<file path="src/rtl/pipe_stage_reg.sv">
// Valid/ready pipeline stage register with synchronous flush, global pause (rdy_in) and saturating stall counter.
// Define PIPE_STAGE_SKID_EN for the two-entry skid buffer with registered in_ready; default is a single entry.
module pipe_stage_reg #(
    parameter int WIDTH = 32,
    parameter int CNT_W = 16
) (
    input  logic             clk,
    input  logic             rst,
    input  logic             rdy_in,
    input  logic             flush,
    input  logic             in_valid,
    output logic             in_ready,
    input  logic [WIDTH-1:0] in_data,
    output logic             out_valid,
    input  logic             out_ready,
    output logic [WIDTH-1:0] out_data,
    output logic [CNT_W-1:0] stall_cnt
);

    // State encoding is {skid_valid, main_valid}.
    typedef enum logic [1:0] {
        EMPTY = 2'b00,
        ONE   = 2'b01,
        FULL  = 2'b11
    } state_e;

    localparam logic [CNT_W-1:0] STALL_MAX = '1;
    localparam logic [CNT_W-1:0] STALL_ONE = {{(CNT_W-1){1'b0}}, 1'b1};

    state_e           state_q, state_d;
    logic [WIDTH-1:0] main_q, main_d;
`ifdef PIPE_STAGE_SKID_EN
    logic [WIDTH-1:0] skid_q, skid_d;
`endif
    logic [CNT_W-1:0] stall_q, stall_d;

    logic             in_fire;
    logic             out_fire;
    logic             advance;

    assign in_fire  = in_valid & in_ready;
    assign out_fire = out_valid & out_ready & rdy_in;
    // Flush wins over every transfer; a paused stage ignores both.
    assign advance  = rdy_in & ~flush;

    // ------------------------------------------------------------------
    // State register
    // ------------------------------------------------------------------
    // NOTE: sequential state uses non-blocking assignments so every register
    // samples the pre-edge value of every other register.
    always_ff @(posedge clk or posedge rst) begin
        if (rst) begin
            state_q <= EMPTY;
        end else begin
            state_q <= state_d;
        end
    end

    // ------------------------------------------------------------------
    // Next-state logic
    // ------------------------------------------------------------------
    // NOTE: every always_comb output gets a default first, so no path can
    // leave it unassigned and infer a latch.
    always_comb begin
        state_d = state_q;
        if (rdy_in && flush) begin
            state_d = EMPTY;
        end else if (advance) begin
            unique case (state_q)
                EMPTY: begin
                    if (in_fire) state_d = ONE;
                end
                ONE: begin
`ifdef PIPE_STAGE_SKID_EN
                    if (in_fire && !out_fire) begin
                        state_d = FULL;
                    end else if (!in_fire && out_fire) begin
                        state_d = EMPTY;
                    end
`else
                    if (!in_fire && out_fire) state_d = EMPTY;
`endif
                end
                FULL: begin
`ifdef PIPE_STAGE_SKID_EN
                    if (out_fire) state_d = ONE;
`else
                    state_d = EMPTY;
`endif
                end
                default: state_d = EMPTY;
            endcase
        end
    end

    // ------------------------------------------------------------------
    // Output logic
    // ------------------------------------------------------------------
    always_comb begin
        out_valid = (state_q != EMPTY);
        out_data  = main_q;
        stall_cnt = stall_q;
`ifdef PIPE_STAGE_SKID_EN
        in_ready  = rdy_in & (state_q != FULL);
`else
        // Single entry: a draining entry frees the slot in the same cycle,
        // which puts out_ready on the in_ready path.
        in_ready  = rdy_in & (~out_valid | out_ready);
`endif
    end

    // ------------------------------------------------------------------
    // Payload datapath
    // ------------------------------------------------------------------
    always_comb begin
        main_d = main_q;
`ifdef PIPE_STAGE_SKID_EN
        skid_d = skid_q;
`endif
        if (advance) begin
            unique case (state_q)
                EMPTY: begin
                    if (in_fire) main_d = in_data;
                end
                ONE: begin
                    if (in_fire && out_fire) begin
                        main_d = in_data;
                    end
`ifdef PIPE_STAGE_SKID_EN
                    else if (in_fire) begin
                        skid_d = in_data;
                    end
`endif
                end
                FULL: begin
`ifdef PIPE_STAGE_SKID_EN
                    if (out_fire) main_d = skid_q;
`endif
                end
                default: main_d = main_q;
            endcase
        end
    end

    // NOTE: the payload entries are plain registers, not a memory array, so
    // they take the async reset and out_data reads zero out of reset.
    always_ff @(posedge clk or posedge rst) begin
        if (rst) begin
            main_q <= '0;
`ifdef PIPE_STAGE_SKID_EN
            skid_q <= '0;
`endif
        end else begin
            main_q <= main_d;
`ifdef PIPE_STAGE_SKID_EN
            skid_q <= skid_d;
`endif
        end
    end

    // ------------------------------------------------------------------
    // Stall counter: saturating, frozen while paused, untouched by flush
    // ------------------------------------------------------------------
    always_comb begin
        stall_d = stall_q;
        if (rdy_in && out_valid && !out_ready && (stall_q != STALL_MAX)) begin
            stall_d = stall_q + STALL_ONE;
        end
    end

    always_ff @(posedge clk or posedge rst) begin
        if (rst) begin
            stall_q <= '0;
        end else begin
            stall_q <= stall_d;
        end
    end

endmodule

</file>
<file path="config.mk">
export PLATFORM = sky130hd
export DESIGN_NAME = pipe_stage_reg
export DESIGN_NICKNAME = d
export VERILOG_FILES = /design/src/rtl/pipe_stage_reg.sv
export SDC_FILE = /design/constraint.sdc
export NUM_CORES = 1
export LEC_CHECK = 0
export CORE_UTILIZATION = 45
export CTS_CLUSTER_DIAMETER = 200
export CTS_CLUSTER_SIZE = 12
export DETAILED_ROUTE_END_ITERATION = 8
export GPL_ROUTABILITY_DRIVEN = 0
export PLACE_DENSITY = 0.84
export RECOVER_POWER = 25
export SLEW_MARGIN = 20
export SYNTH_ARGS = -nofsm -noshare
export SYNTH_HDL_FRONTEND = slang
export SYNTH_SLANG_ARGS = --single-unit
</file>
<file path="constraint.sdc">
create_clock -name clk -period 5.5 [get_ports clk]
set_clock_uncertainty 0.2 [all_clocks]
set_input_delay 1.1 -clock clk [delete_from_list [all_inputs] [get_ports clk]]
set_output_delay 1.1 -clock clk [all_outputs]
set_load 0.01 [all_outputs]
</file>
==> flow_metrics.env <==
export IMPL_hold_ws_ps=308.7
export IMPL_timing_fmax_ghz=0.2642
export IMPL_grt_remaining_overflow=0
export IMPL_post_cts_setup_buffer_count=0
export IMPL_root_buffer="clkbuf_8"
export IMPL_avgSynthCellArea_sq_um=14.18
export IMPL_cp_arrival_ps=2490
export IMPL_syn_to_final_growth_pct=48.58
export IMPL_num_io_pins=88
export IMPL_drt_iter0_markers=62
export IMPL_setup_ws_ps=1715
export IMPL_detailroute_via_count=1475
export IMPL_first_global_vias=1467
export IMPL_dpl_cell_area_sq_um=2989
export IMPL_finalCritPeriodShare_pct=68.83
export IMPL_finalHoldViolations=0
export IMPL_cts_inserted_buffers=5
export IMPL_power_density_nw_per_um2=314.2
export IMPL_drive_gt1_share_pct=21.52
export IMPL_ir_drop_mv=0.1523
export IMPL_final_nets=276
export IMPL_htree_levels=2
export IMPL_io_buffer_count=87
export IMPL_fp_coreArea_sq_um=4384
export IMPL_finalPower_mw=0.9666
export IMPL_clk_latency_ps=290
export IMPL_nFillCells=357
export IMPL_seq_area_frac_synth_pct=59.21
export IMPL_worstMarginPinSlew_ps=2085
export IMPL_routed_wl_um=4215
export IMPL_detail_route_antenna_nets=0
export IMPL_grt_total_usage_pct=18.61
export IMPL_setup_tns_ps=0
export IMPL_cts_buffer_depth=2
export IMPL_netlist_area_sq_um=2071
export IMPL_crit_path_max_fanout=7
export IMPL_worstPathRequired_ps=4200
export IMPL_die_w_um=69.84
export IMPL_rows=24
export IMPL_clk_pin_slew_ps=80
export IMPL_grt_max_degree=50
export IMPL_status="complete, but fails checks"
export IMPL_final_common_cell="clkdlybuf4s50_1"
export IMPL_cts_tree="built"
export IMPL_period_needed_ps=3785
export IMPL_syn_nets=185
export IMPL_maxSlewViolCount=50
export IMPL_initial_core_util_pct=47.23
export IMPL_ctsHoldBuffers=0
export IMPL_dp_cells=282
export IMPL_drcViolationCount=0
export IMPL_antenna_cells=0
export IMPL_die_h_um=69.84
export IMPL_maxCapViolCount=1
export IMPL_finalSetupViolCount=0
export IMPL_wl_per_cell_um=14.58
export IMPL_final_cell_mix="85 x clkdlybuf4s50_1, 49 x dfrtp_1, 33 x mux2_2, 8 x xor2_1, 7 x nand3_1"
export IMPL_crit_path_end_kind="output port"
export IMPL_p_leak_nw=1.316
export IMPL_yosysWarnings=0
export IMPL_rsz0062_at_grt="false"
export IMPL_ys_ff_latch=49
export IMPL_instances_no_fill=289
export IMPL_fin_util_pct=70.18
export IMPL_via_per_inst=5.104
export IMPL_cp_start_kind="input port"
export IMPL_violations="capacitance limit, slew limit"
export IMPL_pre_cts_slack_ps=1731
export IMPL_final_area_sq_um=3077
export IMPL_die_area_sq_um=4877
export IMPL_slew_headroom_pct=-39.74
export IMPL_antenna_found_initial=0
export IMPL_syn_inst=146
export IMPL_first_pass_iters=4
export IMPL_synth_cell_type_count=30
export IMPL_hpwl_um=2998
export IMPL_clock_sinks=49
export IMPL_critical_path_class="input port to output port"
export IMPL_grt_pass1_wl_um=7162
export IMPL_post_cts_resized=0
export IMPL_hp_class="register to register"
==> final cells by class <==
cell class,count,area [sq um],area share (%)
Clock buffer,7,86.33,2.806
Inverter,1,5.005,0.1627
Multi-Input combinational cell,92,815.8,26.51
Sequential cell,49,1226,39.85
Tap cell,52,65.06,2.115
Timing Repair Buffer,88,878.3,28.55
==> metal layers <==
metal  part of all wire, %  global-route usage (%)  vias to the layer above
met1                    49                   27.53                      705
met2                    44                   27.35                       62
li1                      -                       -                      706
met5                     0                       0                        -
met4                  0.52                   4.000                        0
met3                   6.1                   5.378                        2
==> worst max-delay path: stages <==
cell and delay, ps:
clkdlybuf4s50_1 460, and2b_1 240, nor2b_1 140, clkdlybuf4s50_1 540
==> synthesized netlist by cell type <==
master,number,area [sq um]
nor4_1,1,6.260
nand4_4,1,21.27
nand4_1,4,25.02
buf_2,1,5.000
nand4_2,1,12.51
nor3b_1,1,7.510
xnor2_1,6,52.55
nor2_1,2,7.510
and2b_1,1,7.510
nor4_4,1,21.27
mux2_4,1,15.01
nor2_2,1,6.260
xor2_1,8,70.07
nor4b_1,1,8.760
and4_2,2,20.02
o21ai_0,2,10.01
and3_2,1,7.510
and4_1,1,8.760
ha_1,1,12.51
nor3_1,5,25.02
dfrtp_1,49,1226
mux2_2,33,371.6
nor2b_1,1,6.260
buf_4,3,22.52
nand3_1,7,35.03
nand3b_1,1,7.510
nand2_1,6,22.52
and3_1,2,12.51
inv_1,1,3.750
a211oi_2,1,12.51
==> sequential cells by signal (all words and copies together), names as in the netlist <==
name	count
state_q	1
out_data	32
stall_cnt	16
==> report_power, final <==
group | switching (mW) | internal [mW] | total, mW
Clock | 0.109 | 0.0999 | 0.209
Combinational | 0.0971 | 0.187 | 0.284
Sequential | 0.0478 | 0.425 | 0.473
==> worst paths after layout <==
path	start	to	slack, ps	cells after the start
min in group asynchronous	rst	out_data[1]	1610	2
setup reg to reg	stall_cnt[0]	stall_cnt[1]	3490	5
hold reg to reg	out_data[19]	out_data[19]	310	1
hold / removal	out_data[19]	out_data[19]	310	1
max in group asynchronous	rst	out_data[3]	2550	2
setup / recovery	out_ready	in_ready	1710	4
==> logic make-up after synthesis <==
logic type	share of synthesized area [%]
AO/OA/AOI/OAI	1.088
XOR/XNOR	5.922
adder cells (fa/ha/maj)	0.6041
buffers and inverters	1.510
flip-flops	59.21
multiplexers	18.67
AND/OR/NAND/NOR	12.99
Note: power is estimated with default switching activity, not from simulation.
